[config.mk]
export PLATFORM = sky130hd
export DESIGN_NAME = mult_div_unit
export DESIGN_NICKNAME = d
export VERILOG_FILES = /design/src/rtl/mdu_pkg.sv /design/src/rtl/mult_div_unit_divider.sv /design/src/rtl/mult_div_unit.sv
export SDC_FILE = /design/constraint.sdc
export NUM_CORES = 1
export LEC_CHECK = 0
export ABC_AREA = 1
export BUFFER_PORTS_ARGS = -buffer_cell sky130_fd_sc_hd__buf_2
export CORE_UTILIZATION = 38
export DETAILED_ROUTE_END_ITERATION = 8
export GPL_ROUTABILITY_DRIVEN = 0
export PLACE_DENSITY = 0.63
export SYNTH_ARGS = -nofsm -noshare
export SYNTH_HDL_FRONTEND = slang
export SYNTH_SLANG_ARGS = --single-unit
export TNS_END_PERCENT = 10
[constraint.sdc]
create_clock -name clk -period 2.5 [get_ports clk]
set_input_delay 0.125 -clock clk [delete_from_list [all_inputs] [get_ports clk]]
set_output_delay 0.125 -clock clk [all_outputs]
set_load 0.01 [all_outputs]
[src/rtl/mdu_pkg.sv]
// Shared types for the EX-stage multiply/divide unit.
// MDU_MADD_EN enables the MADD/MADDU accumulate ops.
package mdu_pkg;

  typedef enum logic [2:0] {
    OP_MULT  = 3'b000,
    OP_MULTU = 3'b001,
    OP_DIV   = 3'b010,
    OP_DIVU  = 3'b011,
    OP_MTHI  = 3'b100,
    OP_MTLO  = 3'b101,
    OP_MADD  = 3'b110,
    OP_MADDU = 3'b111
  } mdu_op_e;

  typedef enum logic [1:0] {
    IDLE = 2'd0,
    RUN  = 2'd1,
    FIN  = 2'd2
  } mdu_state_e;

  function automatic logic is_iterative(input logic [2:0] op);
    logic r;
    r = (op == OP_MULT) || (op == OP_MULTU) ||
        (op == OP_DIV)  || (op == OP_DIVU);
`ifdef MDU_MADD_EN
    r = r || (op == OP_MADD) || (op == OP_MADDU);
`endif
    return r;
  endfunction

endpackage

[src/rtl/mult_div_unit_divider.sv]
// Restoring divider on operand magnitudes, one quotient bit per step.
// Quotient shifts in where the dividend shifts out.
module mdu_divider
  import mdu_pkg::*;
#(
  parameter int DATA_W = 32
) (
  input  logic              clk,
  input  logic              rst_n,
  input  logic              load_i,
  input  logic              step_i,
  input  logic [DATA_W-1:0] dividend_i,
  input  logic [DATA_W-1:0] divisor_i,
  output logic [DATA_W-1:0] quo_o,
  output logic [DATA_W-1:0] rem_o
);

  logic [DATA_W-1:0] rem_q, rem_d;
  logic [DATA_W-1:0] quo_q, quo_d;
  logic [DATA_W-1:0] dvs_q;
  logic [DATA_W:0]   shl, diff;

  always_comb begin
    shl  = {rem_q, quo_q[DATA_W-1]};
    diff = shl - {1'b0, dvs_q};
    // borrow out means the trial subtract failed: keep the shifted value
    if (diff[DATA_W]) begin
      rem_d = shl[DATA_W-1:0];
      quo_d = {quo_q[DATA_W-2:0], 1'b0};
    end else begin
      rem_d = diff[DATA_W-1:0];
      quo_d = {quo_q[DATA_W-2:0], 1'b1};
    end
  end

  always_ff @(posedge clk or negedge rst_n) begin
    if (!rst_n) begin
      rem_q <= '0;
      quo_q <= '0;
      dvs_q <= '0;
    end else if (load_i) begin
      rem_q <= '0;
      quo_q <= dividend_i;
      dvs_q <= divisor_i;
    end else if (step_i) begin
      rem_q <= rem_d;
      quo_q <= quo_d;
    end
  end

  assign quo_o = quo_q;
  assign rem_o = rem_q;

endmodule

[src/rtl/mult_div_unit.sv]
// Iterative MULT/DIV unit owning HI/LO; MTHI/MTLO complete in one cycle.
// MDU_MADD_EN adds MADD/MADDU accumulating into {HI,LO}.
module mult_div_unit
  import mdu_pkg::*;
#(
  parameter int DATA_W = 32
) (
  input  logic              clk,
  input  logic              rst_n,
  input  logic              start,
  input  logic [2:0]        op,
  input  logic [DATA_W-1:0] rs_data,
  input  logic [DATA_W-1:0] rt_data,
  input  logic              flush,
  output logic              busy,
  output logic              done,
  output logic [DATA_W-1:0] hi,
  output logic [DATA_W-1:0] lo
);

  localparam int CW = $clog2(DATA_W);
  localparam logic [CW-1:0] CNT_LAST = CW'(DATA_W - 1);

  mdu_state_e          state_q;
  logic [CW-1:0]       cnt_q;
  logic                busy_q, done_q;
  logic [DATA_W-1:0]   hi_q, lo_q;
  logic [DATA_W-1:0]   a_q, mcand_q;
  logic [2:0]          op_q;
  logic                neg_q, rneg_q, dz_q;
  logic [2*DATA_W-1:0] prod_q, prod_d;
  logic [DATA_W:0]     sum;

  logic                op_sgn, a_neg, b_neg;
  logic [DATA_W-1:0]   a_mag, b_mag;
  logic                accept, div_step;
  logic [DATA_W-1:0]   quo, rem;
  logic [2*DATA_W-1:0] mul_res, fin_hilo;

  always_comb begin
    op_sgn = (op == OP_MULT) || (op == OP_DIV) ||
             (op == OP_MADD);
    a_neg  = op_sgn & rs_data[DATA_W-1];
    b_neg  = op_sgn & rt_data[DATA_W-1];
    a_mag  = a_neg ? -rs_data : rs_data;
    b_mag  = b_neg ? -rt_data : rt_data;
  end

  assign accept = (state_q == IDLE) && start &&
                  !flush && is_iterative(op);
  assign div_step = (state_q == RUN) && !flush;

  mdu_divider #(
    .DATA_W(DATA_W)
  ) u_div (
    .clk       (clk),
    .rst_n     (rst_n),
    .load_i    (accept),
    .step_i    (div_step),
    .dividend_i(a_mag),
    .divisor_i (b_mag),
    .quo_o     (quo),
    .rem_o     (rem)
  );

  // shift-add: low half holds the unconsumed multiplier bits
  always_comb begin
    sum = {1'b0, prod_q[2*DATA_W-1:DATA_W]} +
          (prod_q[0] ? {1'b0, mcand_q} : '0);
    prod_d = {sum, prod_q[DATA_W-1:1]};
  end

  always_comb begin
    mul_res  = neg_q ? -prod_q : prod_q;
    fin_hilo = mul_res;
`ifdef MDU_MADD_EN
    if (op_q == OP_MADD || op_q == OP_MADDU)
      fin_hilo = {hi_q, lo_q} + mul_res;
`endif
    if (op_q == OP_DIV || op_q == OP_DIVU) begin
      if (dz_q)
        fin_hilo = {a_q, {DATA_W{1'b1}}};
      else
        fin_hilo = {rneg_q ? -rem : rem,
                    neg_q ? -quo : quo};
    end
  end

  always_ff @(posedge clk or negedge rst_n) begin
    if (!rst_n) begin
      state_q <= IDLE;
      cnt_q   <= '0;
      busy_q  <= 1'b0;
      done_q  <= 1'b0;
      hi_q    <= '0;
      lo_q    <= '0;
      a_q     <= '0;
      mcand_q <= '0;
      op_q    <= '0;
      neg_q   <= 1'b0;
      rneg_q  <= 1'b0;
      dz_q    <= 1'b0;
      prod_q  <= '0;
    end else begin
      done_q <= 1'b0;
      unique case (state_q)
        IDLE: begin
          unique case (1'b1)
            accept: begin
              state_q <= RUN;
              busy_q  <= 1'b1;
              cnt_q   <= CNT_LAST;
              op_q    <= op;
              neg_q   <= a_neg ^ b_neg;
              rneg_q  <= a_neg;
              dz_q    <= (rt_data == '0);
              a_q     <= rs_data;
              mcand_q <= a_mag;
              prod_q  <= {{DATA_W{1'b0}}, b_mag};
            end
            (start && !flush && op == OP_MTHI):
              hi_q <= rs_data;
            (start && !flush && op == OP_MTLO):
              lo_q <= rs_data;
            default: ;
          endcase
        end
        RUN: begin
          if (flush) begin
            state_q <= IDLE;
            busy_q  <= 1'b0;
          end else begin
            prod_q <= prod_d;
            if (cnt_q == '0)
              state_q <= FIN;
            else
              cnt_q <= cnt_q - 1'b1;
          end
        end
        FIN: begin
          state_q <= IDLE;
          busy_q  <= 1'b0;
          if (!flush) begin
            {hi_q, lo_q} <= fin_hilo;
            done_q       <= 1'b1;
          end
        end
        default: begin
          state_q <= IDLE;
          busy_q  <= 1'b0;
        end
      endcase
    end
  end

  assign busy = busy_q;
  assign done = done_q;
  assign hi   = hi_q;
  assign lo   = lo_q;

endmodule
==> results.md, run 1 <==
* Row Count at 90
* CP max-delay cell: dfrtp_2
* Final slew viol count at 0
* Largest net degree at the start of global routing at 92
* First-pass GRT wire length at about 150000 microns
* CP Max Fanout at 6
* Crit path top cell by count: buf_4
* Synthesis-stage register bit count at around 300
* Leakage power at roughly 14 nW
* Die Y at 249.9 microns
* Most used DFF post-synth: dfrtp_1
* Synthesized area at between 20000 and 25000 sq um
* CP Class: register to register
* CP peak stage delay at 0.44 ns
* Hold_sp: rs_data[22]
* Synth top area cells: dfrtp_1, nand2_1, nor2_1, nand3_1, o21ai_0
* Crit-path cells: buf_4, inv_2, buf_4, nand3_4, nor2_4, buf_4, nand3_1, nand2_2, nand2_2, nor2_1, o21ai_1, buf_4, nand2_1, a21oi_2
* Data required time at the worst endpoint at 2.96 ns
* PwrDens at ~840 nW/um^2
* Port bufs at between 100 and 150
* IO Pins at roughly 140
* CP Data Arrival Time at between 2 and 3 ns
* Antenna violations before repair at 1
* GRT Resource Usage Total at 30.51%
* Core footprint at 60580 sq um
* Unique masters post-synth at 53
* TritonCTS clock tree: built
* Post-synthesis sequential area ratio at about a third
* Skew-Pair Late Insertion Delay at 0.59 ns
* Die W at around 250 microns
* Num Clock Sinks at about 300
* Share of total power in sequential cells at between 30% and 40%
* Total gr overflow at 0
* Number of flops mapped to enable cells by yosys at 0
* Layout cells sized above 1 at 13.82%
* Mapped Cells at around 3700
* Cts bufs inserted at 38
* Area Growth Syn to Fin at 20.78%
* Total Wirelength at between 90000 and 100000 microns
* Outcome: finished with violations
* Antenna Nets Post-Route at 0
* R2R Setup Slk at -0.03 ns
* Switching fraction of total power at 44.74%
* Final Hold Viols at 1
* # setup viols final at 1
* Worst r2r path cells at 14
* Clk_skew at 0.02648 ns
* Die area at around 62000 sq um
* Buf+Inv Stages, Crit Path at 5
* Clock share of power at 24.3%
* Filler cell count at about 6300
* Antenna diodes at 0
* CTS HTree Levels at 2
* Starting Density at roughly 39%
* Setup repair after global routing missed its margin: true
* Failing checks: hold timing, setup timing
* Root Driver: clkbuf_16
* Worst VDD drop at ~550 uV
* Core Util, Final at between 40% and 50%
* Syn. warnings at 0
* Worst Setup Start Kind: register
* Setup TNS at -0.03245 ns
* Worst min-delay path category: input pin to register
* Residual DRC at 0
* Most frequent cells in the layout: nand2_1, nor2_1, inv_1
* Pre-antenna DRT Iters at 7
* Ys async rst share at 100.0%
* Worst Tran Pin Value at between 0.7 and 0.8 ns
* Top cell type's share of synthesized area at about 32%
* Pre-CTS WS at -0.05999 ns
* Avg Cell Area, Syn at between 6 and 7 sq um
* Design area at 28200 sq um
* Logic pwr share at around 45%
* Commonest non-fill, non-tap cell in the layout: nand2_1
* Int Power at about 13 mW
* Initial DRC count at between 3000 and 4000
* DR vias/cell at 5.561
* Fin crit share at 101.3%
* Vias in the first global route at approximately 24000
* Max_cap viols at 0
* Net count reported at finish at about 4100
* Via count at 26719
* Average routed wire per standard cell at slightly above 20 microns
* Fmax at 0.3949 GHz
* RR Startpoint: prod_q[0]
* Max-Slew Margin vs Limit at 48.91%
* End of the worst register-to-register path: hi[3]
* Worst hold slack at -0.002618 ns
* Syn nets at between 3000 and 4000
* Final min period at 2.532 ns
* Post-DP HPWL at 76130 microns
* Area leader, netlist: dfrtp_1
* Critical Path Sink Type: register
* Sw power at around 11 mW
* Setup slack after layout at -0.03245 ns
* Clock Path Buffers at 3
* Family with the most delay on the worst path: simple AND/OR/NAND/NOR gates
* Worst Hold Path EP: a_q[22]
* Placed Area at 26130 sq um
* Hold depth at 3
* Worst-path clk slew at approximately 0.070 ns
-- per-stage QoR --
step | instances | total power, mW
finish | 4805 | 23.76
global route | 4805 | 25.06
CTS | 4793 | 23.12
detailed placement | 4684 | 17.24
global placement | 4684 | 17.19
floorplan | 3705 | 12.97
-- power by group through the flow --
stage | registers [mW] | logic [mW] | clock network, mW
after floorplan | 6.90 | 6.07 | 0
after global placement | 7.32 | 9.87 | 0
after detailed placement | 7.32 | 9.92 | 0
after CTS | 7.25 | 10.0 | 5.83
after global routing | 7.44 | 11.6 | 6.01
final | 7.37 | 10.6 | 5.77
-- cell type report --
cell class              count  area [sq um]  share of cell area, %
multi-input cells        2892         14090                  49.99
flip-flops and latches    301          7535                  26.72
repair buffers            378          2882                  10.22
inverters                 383          1440                  5.108
clock buffers              58          1117                  3.963
well taps                 782         978.4                  3.470
clock inverters            11         148.9                 0.5281
-- layer usage --
| layer | global-route usage (%) | up-vias | part of all wire [%] |
|---|---|---|---|
| li1 | - | 12630 | - |
| met1 | 41.41 | 12413 | 41 |
| met2 | 45.80 | 1423 | 43 |
| met3 | 6.675 | 251 | 10 |
| met4 | 14.74 | 2 | 5.1 |
| met5 | 0 | - | 0.015 |
-- cell usage after synthesis, drive strengths merged, types with 18 or more instances --
master,count
a21oi,221
a22oi,22
buf,61
clkbuf,68
dfrtp,301
ha,71
inv,382
nand2,1141
nand3,304
nand4,43
nor2,556
nor3,39
o21ai,304
o221ai,18
xor2,47
-- tightest hold or removal path, cell delays in order --
cell and delay [ns]:
buf_2 0.11, inv_1 0.12, o21ai_0 0.17
-- timing repair --
| item | 4_1_cts | 5_1_grt |
|---|---|---|
| hold buffers | 40 | 0 |
| buffers inserted | 0 | 11 |
| cloned | 0 | 1 |
| pin swaps | 0 | 15 |
| hold endpoints to repair | 116 | 0 |
| gates resized for setup | 4 | 95 |
| setup endpoints to repair | 6 | 69 |
-- cell families after synthesis --
group / Yosys count / share of synthesized area [%]
compound gates: 641 / 15.19
fa+ha+maj: 73 / 3.977
xor+xnor: 61 / 2.289
simple gates: 2117 / 37.57
buf+inv: 512 / 8.715
flops: 301 / 32.26
-- flip-flops by register name (all words and copies together), names as in the netlist, 2 cells and up --
register / flops
hi: 32
u_div.quo_o: 32
prod_q: 64
u_div.rem_o: 32
op_q: 2
mcand_q: 31
lo: 32
a_q: 32
state_q: 2
cnt_q: 5
u_div.dvs_q: 32
-- how the worst max path moves through the flow --
stage,startpoint,end,slack (ns),cells after the start
2_1_floorplan,prod_q[0],prod_q[61],0.08,15
3_3_place_gp,rs_data[2],u_div.quo_o[31],-0.02,10
3_5_place_dp,prod_q[0],prod_q[55],-0.06,16
4_1_cts,prod_q[0],prod_q[61],0.01,15
5_1_grt,prod_q[0],prod_q[49],-0.05,14
6_report,prod_q[0],hi[3],-0.03,14
No activity file was read; power rests on OpenSTA's default activity.
==> run 2, diff against run 1 <==
Settings changed: CTS_BUF_LIST from default to sky130_fd_sc_hd__clkbuf_8 sky130_fd_sc_hd__clkbuf_16, SETUP_SLACK_MARGIN from default to 0.05.
==> results.md, run 2 (synthesis gave the netlist of run 1 again) <==
* Outcome: finished with violations (unchanged)
* Failing checks: hold timing, setup timing (unchanged)
* Setup slack after layout at -0.02390 ns (was -0.03245 ns)
* Die W at 249.9 microns (unchanged)
* Setup repair after global routing missed its margin: true (unchanged)
* Via count at 26716 (was 26719)
* Worst Tran Pin Value at 0.7697 ns (was 0.7664 ns)
* Logic pwr share at 45.2% (was 44.7%)
* Met2 GRT Util at 45.80% (unchanged)
* PwrDens at 837.5 nW/um^2 (was 842.7 nW/um^2)
* Clock share of power at 23.9% (was 24.3%)
* R2R Setup Slk at -0.02 ns (was -0.03 ns)
* Cts bufs inserted at 38 (unchanged)
* Fmax at 0.3962 GHz (was 0.3949 GHz)
* Num Clock Sinks at 301 (unchanged)
* Largest net degree at the start of global routing at 92 (unchanged)
* Clk_skew at 0.02339 ns (was 0.02648 ns)
* Clock Path Buffers at 3 (unchanged)
* Antenna diodes at 0 (unchanged)
* Placed instance count at 4684 (unchanged)
* Starting Density at 38.53% (unchanged)
* Vias in the first global route at 24435 (was 24438)
* Most frequent cells in the layout: nand2_1, nor2_1, inv_1 (unchanged)
* CP Data Arrival Time at 2.98 ns (was 2.99 ns)
* Pre-CTS WS at -0.05999 ns (unchanged)
* Final Hold Viols at 1 (unchanged)
* Placed Area at 26130 sq um (unchanged)
* Skew-Pair Late Insertion Delay at 0.58 ns (was 0.59 ns)
* Max_cap viols at 0 (unchanged)
* DR vias/cell at 5.550 (was 5.561)
* Footprint of the multi-input gates at 14320 sq um (was 14090 sq um)
* Filler cell count at 6233 (was 6282)
* Worst-path clk slew at 0.06 ns (was 0.07 ns)
* TritonCTS clock tree: built (unchanged)
* Die Y at 249.9 microns (unchanged)
* Fin crit share at 101.0% (was 101.3%)
* Die area at 62430 sq um (unchanged)
* Pwr Total at 23.92 mW (was 23.76 mW)
* Average routed wire per standard cell at 20.22 microns (was 20.15 microns)
* Global routing usage on met1 at 41.41% (unchanged)
* # setup viols final at 1 (unchanged)
* Top reg by flops: prod_q (unchanged)
* Share of total power in sequential cells at 30.9% (was 31.0%)
* CTS HTree Levels at 2 (unchanged)
* Root Driver: clkbuf_16 (unchanged)
* CP Max Fanout at 6 (unchanged)
* Max-Slew Margin vs Limit at 48.69% (was 48.91%)
* GRT Resource Usage Total at 30.51% (unchanged)
* Leakage power at 14.63 nW (was 14.47 nW)
* Area Growth Syn to Fin at 22.36% (was 20.78%)
* Post-DP HPWL at 76130 microns (unchanged)
* Worst hold slack at -0.00004308 ns (was -0.002618 ns)
* Gr busiest metal: met2 (unchanged)
* Total gr overflow at 0 (unchanged)
* Critical Path Sink Type: register (unchanged)
* Port bufs at 136 (unchanged)
* Final min period at 2.524 ns (was 2.532 ns)
* Commonest non-fill, non-tap cell in the layout: nand2_1 (unchanged)
* Worst Setup Start Kind: register (unchanged)
* Worst min-delay path category: input pin to register (unchanged)
* CP Class: register to register (unchanged)
* Final slew viol count at 0 (unchanged)
* Non-filler instance count after layout at 4814 (was 4805)
* Row Count at 90 (unchanged)
* Design area at 28560 sq um (was 28200 sq um)
* Antenna violations before repair at 1 (unchanged)
* Core footprint at 60580 sq um (unchanged)
* Int Power at 13.17 mW (was 13.13 mW)
* Initial DRC count at 3376 (was 3343)
* First-pass GRT wire length at 146300 microns (about the same)
* Met3 Resource Use GR at 6.675% (unchanged)
* Total Wirelength at 97320 microns (was 96830 microns)
* Max reg flops at 64 (unchanged)
* Antenna Nets Post-Route at 0 (unchanged)
* Pre-antenna DRT Iters at 6 (was 7)
* Sw power at 10.75 mW (was 10.63 mW)
* Core Util, Final at 47.15% (was 46.54%)
* Net count reported at finish at 4147 (was 4138)
* Layout cells sized above 1 at 15.03% (was 13.82%)
* Data required time at the worst endpoint at 2.96 ns (about the same)
* IO Pins at 137 (unchanged)
* Worst VDD drop at 552.5 uV (was 554.8 uV)
* Residual DRC at 0 (unchanged)
* Seq. cell area at 7535 sq um (unchanged)
* Switching fraction of total power at 44.93% (was 44.74%)
==> run 2: cell count changes in the layout (fill, tap and decap cells not counted), moves of 7 or more <==
| cell | previous run | this run |
|---|---|---|
| a21oi_2 | 15 | 24 |
| nor2_1 | 525 | 518 |
| a21oi_1 | 206 | 197 |
| inv_1 | 363 | 374 |
| ha_1 | 64 | 57 |
| nand2_1 | 1094 | 1087 |
| clkbuf_1 | 12 | 0 |
==> run 2: worst max-delay path, stage by stage, from the launching register on <==
cell	delay (ns)
dfrtp_2	0.44
buf_4	0.18
inv_2	0.06
buf_4	0.11
nand3_4	0.09
nor2_4	0.24
buf_4	0.15
nand3_1	0.14
nand2_2	0.11
nand2_2	0.11
nor2_1	0.30
o21ai_1	0.14
buf_4	0.17
nand2_1	0.09
a21oi_2	0.06
==> run 2: per-stage QoR <==
step,setup TNS [ns],hold WS (ns)
finish,-0.02390,-0.00004308
global route,-0.06407,0.03860
CTS,0,0.006080
global placement,-0.03151,0.1990
floorplan,0,-0.1706
detailed placement,-0.1109,0.2052
==> run 2: routing by layer <==
metal  vias to the layer above  share of wire [%]
met1                     12430                 41
met4                         0                5.2
met2                      1391                 43
met3                       254                 10
met5                         -                  0
li1                      12641                  -
==> run 2: worst paths after layout <==
path                             startpoint              end  cells after the start
min in group asynchronous             rst_n       prod_q[59]                      2
worst max register to register    prod_q[0]            hi[3]                     14
max in group asynchronous             rst_n  u_div.rem_o[21]                      3
worst min-delay path            rs_data[22]          a_q[22]                      3
worst max-delay path              prod_q[0]            hi[3]                     14
worst min register to register  mcand_q[16]      mcand_q[16]                      2
==> run 2: what timing repair did <==
action | 4_1_cts | 5_1_grt
gates cloned | 0 | 5
setup buffers | 0 | 16
setup endpoints to repair | 24 | 88
gates resized for setup | 7 | 150
hold endpoints to repair | 116 | 0
hold buffers | 40 | 0
pin swaps | 1 | 23
==> run 2: layout make-up <==
class / instances / area share [%]
multi-input cells: 2892 / 50.14
flip-flops and latches: 301 / 26.38
repair buffers: 387 / 10.58
inverters: 383 / 5.042
clock buffers: 46 / 3.754
well taps: 782 / 3.425
clock inverters: 23 / 0.6789
==> run 2: power groups by stage <==
stage               logic (mW)  registers, mW  clock network [mW]
floorplan                 6.07           6.90                   0
global placement          9.87           7.32                   0
detailed placement        9.92           7.32                   0
CTS                       10.0           7.25                5.78
global route              11.8           7.45                5.96
finish                    10.8           7.38                5.72
